## src/rtl/uart_tx_framer.sv

```systemverilog
// rtl/uart_tx_framer.sv - UART transmitter, 8N1 frames (8E1 when UART_TX_PARITY_EN is defined)
module uart_tx_framer #(
    parameter int CLK_FREQ = 25000000,
    parameter int BAUD     = 115200
) (
    input  logic       clk,
    input  logic       rst_n,
    input  logic [7:0] in_data,
    input  logic       in_valid,
    output logic       in_ready,
    output logic       tx,
    output logic       busy
);

    localparam int DIV = (CLK_FREQ + BAUD / 2) / BAUD;
    localparam int DW  = (DIV > 2) ? $clog2(DIV) : 1;
    localparam logic [DW-1:0] DIV_LAST = DW'(DIV - 1);

    generate
        if (DIV < 2) begin : g_div_check
            $error("uart_tx_framer: DIV must be at least 2");
        end
    endgenerate

`ifdef UART_TX_PARITY_EN
    typedef enum logic [2:0] {S_IDLE, S_START, S_DATA, S_PARITY, S_STOP} state_t;
`else
    typedef enum logic [2:0] {S_IDLE, S_START, S_DATA, S_STOP} state_t;
`endif

    state_t        state;
    logic [DW-1:0] div_cnt;
    logic [2:0]    bit_cnt;
    logic [7:0]    shift;
`ifdef UART_TX_PARITY_EN
    logic          parity;
`endif

    // Every bit ends when div_cnt wraps, so each bit is exactly DIV cycles long.
    always_ff @(posedge clk or negedge rst_n) begin
        if (!rst_n) begin
            state    <= S_IDLE;
            tx       <= 1'b1;
            busy     <= 1'b0;
            in_ready <= 1'b0;
            div_cnt  <= '0;
            bit_cnt  <= '0;
            shift    <= '0;
`ifdef UART_TX_PARITY_EN
            parity   <= 1'b0;
`endif
        end else begin
            case (state)
                S_IDLE: begin
                    if (in_valid && in_ready) begin
                        shift    <= in_data;
`ifdef UART_TX_PARITY_EN
                        parity   <= ^in_data;
`endif
                        state    <= S_START;
                        tx       <= 1'b0;
                        busy     <= 1'b1;
                        in_ready <= 1'b0;
                        div_cnt  <= '0;
                        bit_cnt  <= '0;
                    end else begin
                        in_ready <= 1'b1;
                    end
                end
                S_START: begin
                    if (div_cnt == DIV_LAST) begin
                        div_cnt <= '0;
                        state   <= S_DATA;
                        tx      <= shift[0];
                    end else begin
                        div_cnt <= div_cnt + 1'b1;
                    end
                end
                S_DATA: begin
                    if (div_cnt == DIV_LAST) begin
                        div_cnt <= '0;
                        shift   <= {1'b0, shift[7:1]};
                        if (bit_cnt == 3'd7) begin
`ifdef UART_TX_PARITY_EN
                            state <= S_PARITY;
                            tx    <= parity;
`else
                            state <= S_STOP;
                            tx    <= 1'b1;
`endif
                        end else begin
                            bit_cnt <= bit_cnt + 3'd1;
                            tx      <= shift[1];
                        end
                    end else begin
                        div_cnt <= div_cnt + 1'b1;
                    end
                end
`ifdef UART_TX_PARITY_EN
                S_PARITY: begin
                    if (div_cnt == DIV_LAST) begin
                        div_cnt <= '0;
                        state   <= S_STOP;
                        tx      <= 1'b1;
                    end else begin
                        div_cnt <= div_cnt + 1'b1;
                    end
                end
`endif
                S_STOP: begin
                    if (div_cnt == DIV_LAST) begin
                        div_cnt  <= '0;
                        state    <= S_IDLE;
                        busy     <= 1'b0;
                        in_ready <= 1'b1;
                    end else begin
                        div_cnt <= div_cnt + 1'b1;
                    end
                end
                default: begin
                    state <= S_IDLE;
                    tx    <= 1'b1;
                    busy  <= 1'b0;
                end
            endcase
        end
    end

endmodule
```

## config.mk

```make
export PLATFORM = sky130hd
export DESIGN_NAME = uart_tx_framer
export DESIGN_NICKNAME = d
export VERILOG_FILES = /design/src/rtl/uart_tx_framer.sv
export SDC_FILE = /design/constraint.sdc
export NUM_CORES = 1
export LEC_CHECK = 0
export ABC_AREA = 1
export CAP_MARGIN = 30
export CORE_ASPECT_RATIO = 1.4
export CORE_MARGIN = 4
export CORE_UTILIZATION = 40
export DETAILED_ROUTE_END_ITERATION = 16
export PLACE_DENSITY = 0.56
export SLEW_MARGIN = 20
export SYNTH_ARGS = -nofsm -noshare
export SYNTH_HDL_FRONTEND = slang
export SYNTH_SLANG_ARGS = --single-unit
```

## constraint.sdc

```tcl
create_clock -name clk -period 2.15 [get_ports clk]
set_input_delay 0.43 -clock clk [delete_from_list [all_inputs] [get_ports clk]]
set_output_delay 0.43 -clock clk [all_outputs]
set_load 0.01 [all_outputs]
```

==> out/results.ini <==
[cts]
clk_latency_ns=0.27
postCtsHoldBufs=0
htree_num_levels=1
post_cts_resized=0
post_cts_buffers=0
cts_tree=yes
clk_pin_slew_ns=0.09
numCtsBuffers=3
cts_buffer_depth=2
clkSinkCount=24
cts_root_buffer=clkbuf_8

[timing]
fin_crit_sh_pct=83.1
setup_viol=0
worst_pin_slew_ns=0.324
clock.fmax_ghz=0.560
drv_slew=0
finalClockSkew_ns=0.00498
layout_setup_ws_ns=0.364
whs_ns=0.477
fin_crit_ns=1.79
setup_tns_ns=0
rsz0062_at_grt=no
max-slew-margin-rel_pct=78.3
final_hold_viol_count=0

[finish]
fill_cells=347
syn_to_final_growth_pct=19.0
stdcell_count=255
antenna_cells=0
drive_gt1_share_pct=7.91
final_nets=237
fin_util_pct=50.2

[global_routing]
grt_pass1_wl_mm=5.55
first_global_vias=1295
grt_max_degree=25
overflow=0
grt_util_all_layers_pct=15.2
antenna_found_initial=0

[worst_setup_path]
crit_family=flip-flops
slowest_delay_ns=0.56
reg2reg_depth=8
path_class=register to primary output
path_depth=1
crit_buf_inv=1
path_cells=clkdlybuf4s50_1
cp.required_ns=1.72
worstPathArrival_ns=1.36
crit_path_end_kind=primary output
critPathMaxFanout=2
reg2reg_to=shift[4]$_DFFE_PN0P_
worstSetupEndpoint=tx
cp-start-kind=register
reg2reg_from=state[0]$_DFFE_PN0P_
crit_start=tx$_DFFE_PN1P_
r2r_slack_ns=0.38
crit_path_top_delay_cell=dfstp_2

[detailed_routing]
wl_met2_mm=1.63
viasPerCell=5.06
wl_met1_mm=1.30
drc=0
ant_nets=0
drt_iter0_drc=29
wire_per_inst_um=12.2
first_pass_iters=4
met3_length_um=121
dr_total_vias=1291
top_layer_used=met4
wirelength_mm=3.11

[placement]
dp.final_hpwl_mm=2.38
place_congestion=0.842
io_buffer_count=13
placedCellCount=251
pre_cts_ws_ns=0.247

[synthesis]
synth_cells=195
synth.area.top_cells=dfrtp_1, nand2_1, ha_1
synth_edf_count=0
yosysTopAreaCellShare_pct=40.0
synth_common_cells=nand2_1, dfrtp_1, inv_1
async_flop_share_pct=100
synth_cell_types=22
yosysMostFrequentCell=nand2_1
ys.flop_type=dfrtp_1
yosys_warnings=0
ys_ff_latch=24
synth.cell_area_um2=1440
yosys.area.top_type=dfrtp_1
ys_seq_area_share_pct=41.9
synth.avg_cell_area_um2=7.37
syn-num-nets=216

[floorplan]
core.rowCount=25
coreArea_um2=3410
die_w_um=58.7
die_height_um=78.9
dieArea_um2=4630
io_pins=14
start_util_pct=42.2

[power_and_ir_drop]
pwr_density_cell_nw_per_um2=518
irDropWorstVdd_uv=386
p_leak_uw=0.000906

[min_path]
hp-class=register to register

[run]
drv_cap=0

[status]
status=completed

worst min-delay path: cells and delay by family (launching register included):
kind          cells  cell delay (ns)
flops             1             0.35
simple gates      2             0.10
flip-flops by register name (all words and copies together), names as in the netlist:
name / count
div_cnt: 8
shift: 8
bit_cnt: 3
state: 2
busy: 1
in_ready: 1
tx: 1
worst min-delay path by stage:
stage | start | end | slack (ns) | depth (start not counted)
2_1_floorplan | rst_n | bit_cnt[0]$_DFFE_PN0P_ | 0.13 | 0
3_3_place_gp | shift[4]$_DFFE_PN0P_ | shift[4]$_DFFE_PN0P_ | 0.46 | 2
3_5_place_dp | shift[3]$_DFFE_PN0P_ | shift[3]$_DFFE_PN0P_ | 0.46 | 2
4_1_cts | shift[3]$_DFFE_PN0P_ | shift[3]$_DFFE_PN0P_ | 0.48 | 2
5_1_grt | shift[6]$_DFFE_PN0P_ | shift[6]$_DFFE_PN0P_ | 0.52 | 2
6_report | shift[3]$_DFFE_PN0P_ | shift[3]$_DFFE_PN0P_ | 0.48 | 2
cells by family (layout without fill, tap and decap cells):
group,count (synthesis),after routing,synth area share [%]
adder cells (fa/ha/maj),10,10,8.70
AND/OR/NAND/NOR,119,119,34.9
buffers and inverters,24,44,6.88
XOR/XNOR,1,1,0.609
flip-flops,24,24,41.9
AO/OA/AOI/OAI,17,17,7.05
layout make-up:
class,instances,area [um2],area share (%)
clock buffer,3,41.3,2.41
inverter,22,82.6,4.83
tap,40,50.0,2.93
multi-input combinational,147,737,43.1
timing repair buffer,18,168,9.80
sequential,24,602,35.2
clock inverter,1,30.0,1.76
report_power, final:
| group | internal, uW | switching (uW) | total, uW |
|---|---|---|---|
| Sequential | 451 | 0 | 451 |
| Clock | 249 | 150 | 400 |
| Combinational | 19.7 | 15.3 | 34.9 |
| Total | 720 | 166 | 885 |
per-layer routing:
metal,track usage (%),vias up
met5,0,-
met1,16.8,605
met3,3.25,8
li1,-,658
met2,27.5,20
met4,6.12,0
per-stage QoR:
stage,power (uW),instance area (um2)
3_5_place_dp,496,1640
2_1_floorplan,466,1440
6_report,885,1710
3_3_place_gp,496,1640
5_1_grt,921,1710
4_1_cts,903,1710
cell usage in the layout (no fill, tap or decap), types with 5 or more instances in the layout:
cell             count
clkdlybuf4s50_1     13
buf_4                5
inv_1               19
nor2_1              16
nand3_1             14
nand2_1             76
o21ai_0              8
nand4_1              6
dfrtp_1             23
a21oi_1              6
ha_1                10
(Power assumes the default switching activity.)
